[src/rtl/shift_mac_ctrl.sv]
// Shift-and-add MAC controller driving two external shift registers; accumulates dot-product frames.
// Optional macro SHIFT_MAC_EARLY_EXIT_EN: end RUN early once the multiplier register is all zero.
module shift_mac_ctrl #(
    parameter int N     = 8,
    parameter int ACC_W = 2*N
) (
    input  logic             clk,
    input  logic             reset_n,
    input  logic             in_valid,
    output logic             in_ready,
    input  logic [N-1:0]     in_a,
    input  logic [N-1:0]     in_b,
    input  logic             in_last,
    output logic             sr_load,
    output logic             sr_clear,
    output logic             sr_shift,
    output logic [2*N-1:0]   sr_a_in,
    output logic [N-1:0]     sr_b_in,
    input  logic [2*N-1:0]   a_q,
    input  logic             b_lsb,
    input  logic             b_zero,
    output logic             out_valid,
    input  logic             out_ready,
    output logic [ACC_W-1:0] out_acc,
    output logic             out_ovf,
    output logic             busy
);
    localparam int CNT_W = (N > 2) ? $clog2(N) : 1;

    typedef enum logic [1:0] {IDLE, RUN, OUT} state_t;

    state_t             r_state, w_state_next;
    logic [CNT_W-1:0]   r_cnt;
    logic [ACC_W-1:0]   r_acc;
    logic               r_ovf;
    logic               r_last;

    logic               w_load, w_shift, w_clear, w_add, w_done, w_early;
    logic [ACC_W:0]     w_sum;

`ifdef SHIFT_MAC_EARLY_EXIT_EN
    assign w_early = b_zero;
`else
    localparam bit EARLY_EN = 1'b0;
    assign w_early = EARLY_EN & b_zero;
`endif

    // Extra top bit catches the carry out of the accumulator for the sticky overflow flag.
    assign w_sum = {1'b0, r_acc} + (ACC_W+1)'(a_q);

    always_comb begin
        w_state_next = r_state;
        in_ready     = 1'b0;
        out_valid    = 1'b0;
        w_load       = 1'b0;
        w_shift      = 1'b0;
        w_clear      = 1'b0;
        w_add        = 1'b0;
        w_done       = 1'b0;
        case (r_state)
            IDLE: begin
                in_ready = 1'b1;
                if (in_valid) begin
                    w_load       = 1'b1;
                    w_state_next = RUN;
                end
            end
            RUN: begin
                if (w_early) begin
                    w_done = 1'b1;
                end else begin
                    w_shift = 1'b1;
                    w_add   = b_lsb;
                    w_done  = (r_cnt == CNT_W'(N-1));
                end
                if (w_done)
                    w_state_next = r_last ? OUT : IDLE;
            end
            OUT: begin
                out_valid = 1'b1;
                if (out_ready) begin
                    w_clear      = 1'b1;
                    w_state_next = IDLE;
                end
            end
            default: w_state_next = IDLE;
        endcase
    end

    // Strobes are gated by reset so the external registers see nothing while reset is held.
    assign sr_load  = w_load  & reset_n;
    assign sr_shift = w_shift & reset_n;
    assign sr_clear = w_clear & reset_n;
    assign sr_a_in  = {{N{1'b0}}, in_a};
    assign sr_b_in  = in_b;
    assign out_acc  = r_acc;
    assign out_ovf  = r_ovf;
    assign busy     = (r_state != IDLE);

    always_ff @(posedge clk or negedge reset_n) begin
        if (!reset_n)
            r_state <= IDLE;
        else
            r_state <= w_state_next;
    end

    always_ff @(posedge clk or negedge reset_n) begin
        if (!reset_n) begin
            r_cnt  <= '0;
            r_acc  <= '0;
            r_ovf  <= 1'b0;
            r_last <= 1'b0;
        end else begin
            case (r_state)
                IDLE: begin
                    if (in_valid) begin
                        r_last <= in_last;
                        r_cnt  <= '0;
                    end
                end
                RUN: begin
                    r_cnt <= r_cnt + CNT_W'(1);
                    if (w_add) begin
                        r_acc <= w_sum[ACC_W-1:0];
                        r_ovf <= r_ovf | w_sum[ACC_W];
                    end
                end
                OUT: begin
                    if (out_ready) begin
                        r_acc <= '0;
                        r_ovf <= 1'b0;
                    end
                end
                default: ;
            endcase
        end
    end
endmodule

[config.mk]
export PLATFORM = sky130hd
export DESIGN_NAME = shift_mac_ctrl
export DESIGN_NICKNAME = d
export VERILOG_FILES = /design/src/rtl/shift_mac_ctrl.sv
export SDC_FILE = /design/constraint.sdc
export NUM_CORES = 1
export LEC_CHECK = 0
export ABC_AREA = 1
export BUFFER_PORTS_ARGS = -buffer_cell sky130_fd_sc_hd__buf_2
export CELL_PAD_IN_SITES_DETAIL_PLACEMENT = 0
export CELL_PAD_IN_SITES_GLOBAL_PLACEMENT = 1
export CORE_ASPECT_RATIO = 1.75
export CORE_MARGIN = 2
export CORE_UTILIZATION = 30
export CTS_CLUSTER_DIAMETER = 50
export DETAILED_ROUTE_END_ITERATION = 10
export PLACE_DENSITY_LB_ADDON = 0.2
export REMOVE_ABC_BUFFERS = 1
export SLEW_MARGIN = 20
export SYNTH_ARGS = -nofsm -noshare
export SYNTH_HDL_FRONTEND = slang
export SYNTH_SLANG_ARGS = --single-unit
[constraint.sdc]
create_clock -name clk -period 1.6 [get_ports clk]
set_input_delay 0.16 -clock clk [delete_from_list [all_inputs] [get_ports clk]]
set_output_delay 0.16 -clock clk [all_outputs]
set_load 0.01 [all_outputs]
==> impl_metrics.yaml <==
status:
  run_status: "finished, violations left"
  failed_checks: "setup timing"
route:
  final_antenna_net_count: 0
  drt-pass1-iter-count: 4
  route.vias.total: 2056
  drt_iter0_drc: 80
  wl_um: 6090
  route.detailed.drc: 0
  detail_route.wl_per_cell_um: 13.3
  drt-vias-per-instance: 4.50
yosys:
  synthFlopType: "sky130_fd_sc_hd__dfrtp_1"
  synth_seq_area_share: 0.270
  async_flop_share: 1.00
  netlist_instances: 311
  postSynthAreaPerCell_sq_um: 6.85
  ys_warn_count: 0
  synth_area_sq_um: 2130
  synthDominantAreaCellType: "sky130_fd_sc_hd__dfrtp_1"
  synth.top_cells.by_area: "sky130_fd_sc_hd__dfrtp_1 27%, sky130_fd_sc_hd__nand2_1 19%, sky130_fd_sc_hd__ha_1 11%"
  yosys.cell_types.count: 33
  synth-seq-cells: 23
  post_synth_edffs: 0
  netlist.area_leader.share: 0.270
finish:
  final_nets: 432
  flow.area_growth_from_synthesis_pct: 35.0
  antennaDiodeCount: 0
  fraction_of_layout_cells_with_a_size_suffix_above_1: 0.408
  final_design_area_no_fill_sq_um: 2870
  final_cell_mix: "91 x sky130_fd_sc_hd__nand2_1, 44 x sky130_fd_sc_hd__buf_2, 40 x sky130_fd_sc_hd__inv_1"
  most_common_library_cell_in_the_layout_ignoring_fill_and_taps: "sky130_fd_sc_hd__nand2_1"
  filler_cell_count: 733
floorplan:
  dieWidth_um: 67.7
  floorplan.die.height_um: 115
  core_area_sq_um: 6860
  ports_placed_on_the_boundary: 86
  initial_core_util: 0.311
  row_count: 40
  floorplan.die_area_sq_um: 7820
global_routing:
  grt_start_max_net_pins: 24
  grt_ovf: 0
  antenna_found_initial: 0
  grt_usage: 0.166
  first_global_vias: 2079
  grt_first_pass_wirelength_um: 9540
timing:
  timing.final.max_slew_violations: 0
  grt_setup_unrepaired: "yes"
  min_period_over_period: 1.01
  setup-violations-final: 2
  timing.final.ws_setup_ps: -11.7
  hold_violations: 0
  clock-skew-final_ps: 4.92
  fin_tns_setup_ps: -12.3
  achievable-frequency_mhz: 620
  finalWorstPathRequiredPeriod_ps: 1610
power:
  irDropWorstVdd_v: 0.000749
  p_int_w: 0.00309
  clock_power_share: 0.101
  power_frac_comb: 0.708
  static-leakage-power_nw: 1.62
  powerDensity_nw_per_um2: 2020
  netSwitchingFraction: 0.469
  share_of_power_burned_in_registers: 0.192
  p_switching_w: 0.00273
min_path:
  min-delay-path-class: "input pin to register"
worst_setup_path:
  worst-endpoint-arrival_ps: 1770
  crit_chain: "ha_2 > inv_2 > fa_2 > inv_2 > nand3_2 > nand3_4 > nand3_2 > nand3_2 > nand2_2 > nand3_2 > nand2_1"
  critical_path_peak_fanout: 4
  ff2ff_setup_slack_ps: -10
  cpPeakStageDelay_ps: 350
  cp_common_cell: "sky130_fd_sc_hd__nand3_2"
  worst_ep_required_time_ps: 1760
  crit_path_end_kind: "register"
  critical_path_class: "register to register"
  critical_path.startpoint_type: "register"
  critical-path-slowest-cell: "sky130_fd_sc_hd__dfrtp_1"
clock_tree:
  maximum_level_of_the_cts_h_tree: 1
  max-clock-path-buffers: 2
  cts.reportedPaths.clkPinSlew_ps: 70
  clk_root_buffer_cell: "sky130_fd_sc_hd__clkbuf_16"
  cts.sink_count: 23
  clk_latency_ps: 270
  numCtsBuffers: 3
  cts_tree: "done"
job:
  cap_viol_max_count: 0
placed_design:
  post_placement_setup_slack_ps: -195
  place_congestion: 0.783
  portBuffers: 44
  post_dp_cell_area_sq_um: 2460
  place.detailed.hpwl_um: 4650
[path summary, 6_finish.rpt]
kind | startpoint | end | depth (start not counted)
worst max-delay path | out_acc[0]$_DFFE_PN0P_ | out_acc[12]$_DFFE_PN0P_ | 11
worst min-delay path | out_ready | r_state[1]$_DFFE_PN0P_ | 2
worst max register to register | out_acc[0]$_DFFE_PN0P_ | out_acc[12]$_DFFE_PN0P_ | 11
worst min register to register | r_cnt[0]$_DFFE_PN0P_ | r_cnt[0]$_DFFE_PN0P_ | 1
max in group asynchronous | reset_n | out_acc[12]$_DFFE_PN0P_ | 3
min in group asynchronous | reset_n | out_acc[5]$_DFFE_PN0P_ | 3
[kinds of logic (layout without fill, tap and decap cells)]
family | count (synthesis) | after routing | synth area share
multiplexers | 1 | 1 | 0.00529
adder cells (fa/ha/maj) | 19 | 19 | 0.115
AO/OA/AOI/OAI | 26 | 26 | 0.0752
buffers and inverters | 75 | 130 | 0.183
other | 1 | 8 | 0.00176
AND/OR/NAND/NOR | 165 | 165 | 0.345
XOR/XNOR | 1 | 1 | 0.00411
flip-flops | 23 | 23 | 0.270
[layer usage]
metal,GRT usage,wire length (um)
met2,0.305,3310
met5,0,0
met3,0.0369,299
met1,0.165,2240
met4,0.0925,237
[critical path: cells and delay by family, from the launching register on]
| family | cells | cell delay (ps) |
|---|---|---|
| fa+ha+maj | 2 | 540 |
| buf+inv | 2 | 110 |
| flops | 1 | 350 |
| simple gates | 7 | 500 |
[final cells by class]
type	instances	area [sq um]	area share
clock inverters	1	5.00	0.00174
well taps	84	105	0.0366
flip-flops and latches	23	576	0.200
repair buffers	77	470	0.164
clock buffers	3	75.1	0.0261
inverters	49	188	0.0653
multi-input cells	220	1460	0.506
[metrics by stage]
| stage | hold slack, ps | power [W] | utilization | cells |
|---|---|---|---|---|
| 3_3_place_gp | 253 | 0.00457 | 0.359 | 444 |
| 6_report | 85.8 | 0.00582 | 0.419 | 457 |
| 3_5_place_dp | 260 | 0.00460 | 0.359 | 444 |
| 4_1_cts | 81.4 | 0.00543 | 0.388 | 452 |
| 5_1_grt | 88.1 | 0.00644 | 0.419 | 457 |
| 2_1_floorplan | -136 | 0.00330 | - | 292 |
[power groups by stage]
stage	Sequential [W]	Clock [W]	Combinational (W)
3_3_place_gp	0.00105	0	0.00352
2_1_floorplan	0.00117	0	0.00213
4_1_cts	0.00107	0.000617	0.00374
6_report	0.00112	0.000586	0.00412
5_1_grt	0.00116	0.000635	0.00465
3_5_place_dp	0.00106	0	0.00354
[flip-flops by register name, indices dropped and copies added, names as in the netlist]
register and flops:
r_last 1, r_state 2, r_cnt 3, out_acc 16, out_ovf 1
[cells in the mapped netlist (2+ instances only)]
cell and n:
sky130_fd_sc_hd__nand2_2 9, sky130_fd_sc_hd__nand3_1 17, sky130_fd_sc_hd__dfrtp_1 23, sky130_fd_sc_hd__inv_1 42, sky130_fd_sc_hd__a21oi_1 10, sky130_fd_sc_hd__nor2_1 16, sky130_fd_sc_hd__nor3_2 4, sky130_fd_sc_hd__a21oi_2 2
sky130_fd_sc_hd__or2_2 2, sky130_fd_sc_hd__buf_6 2, sky130_fd_sc_hd__nand2_1 107, sky130_fd_sc_hd__buf_4 24, sky130_fd_sc_hd__a22o_1 3, sky130_fd_sc_hd__nand3b_1 3, sky130_fd_sc_hd__nand3_2 2, sky130_fd_sc_hd__ha_1 18
sky130_fd_sc_hd__o21ai_0 6, sky130_fd_sc_hd__inv_2 5, sky130_fd_sc_hd__o21ai_1 2
[repair_timing]
item | CTS | global route
hold buffers | 1 | 0
gates resized for setup | 17 | 36
setup buffers | 3 | 5
hold endpoints to repair | 23 | 0
endpoints found under the setup margin | 9 | 13
pin swaps | 1 | 25
(Power assumes the default switching activity.)
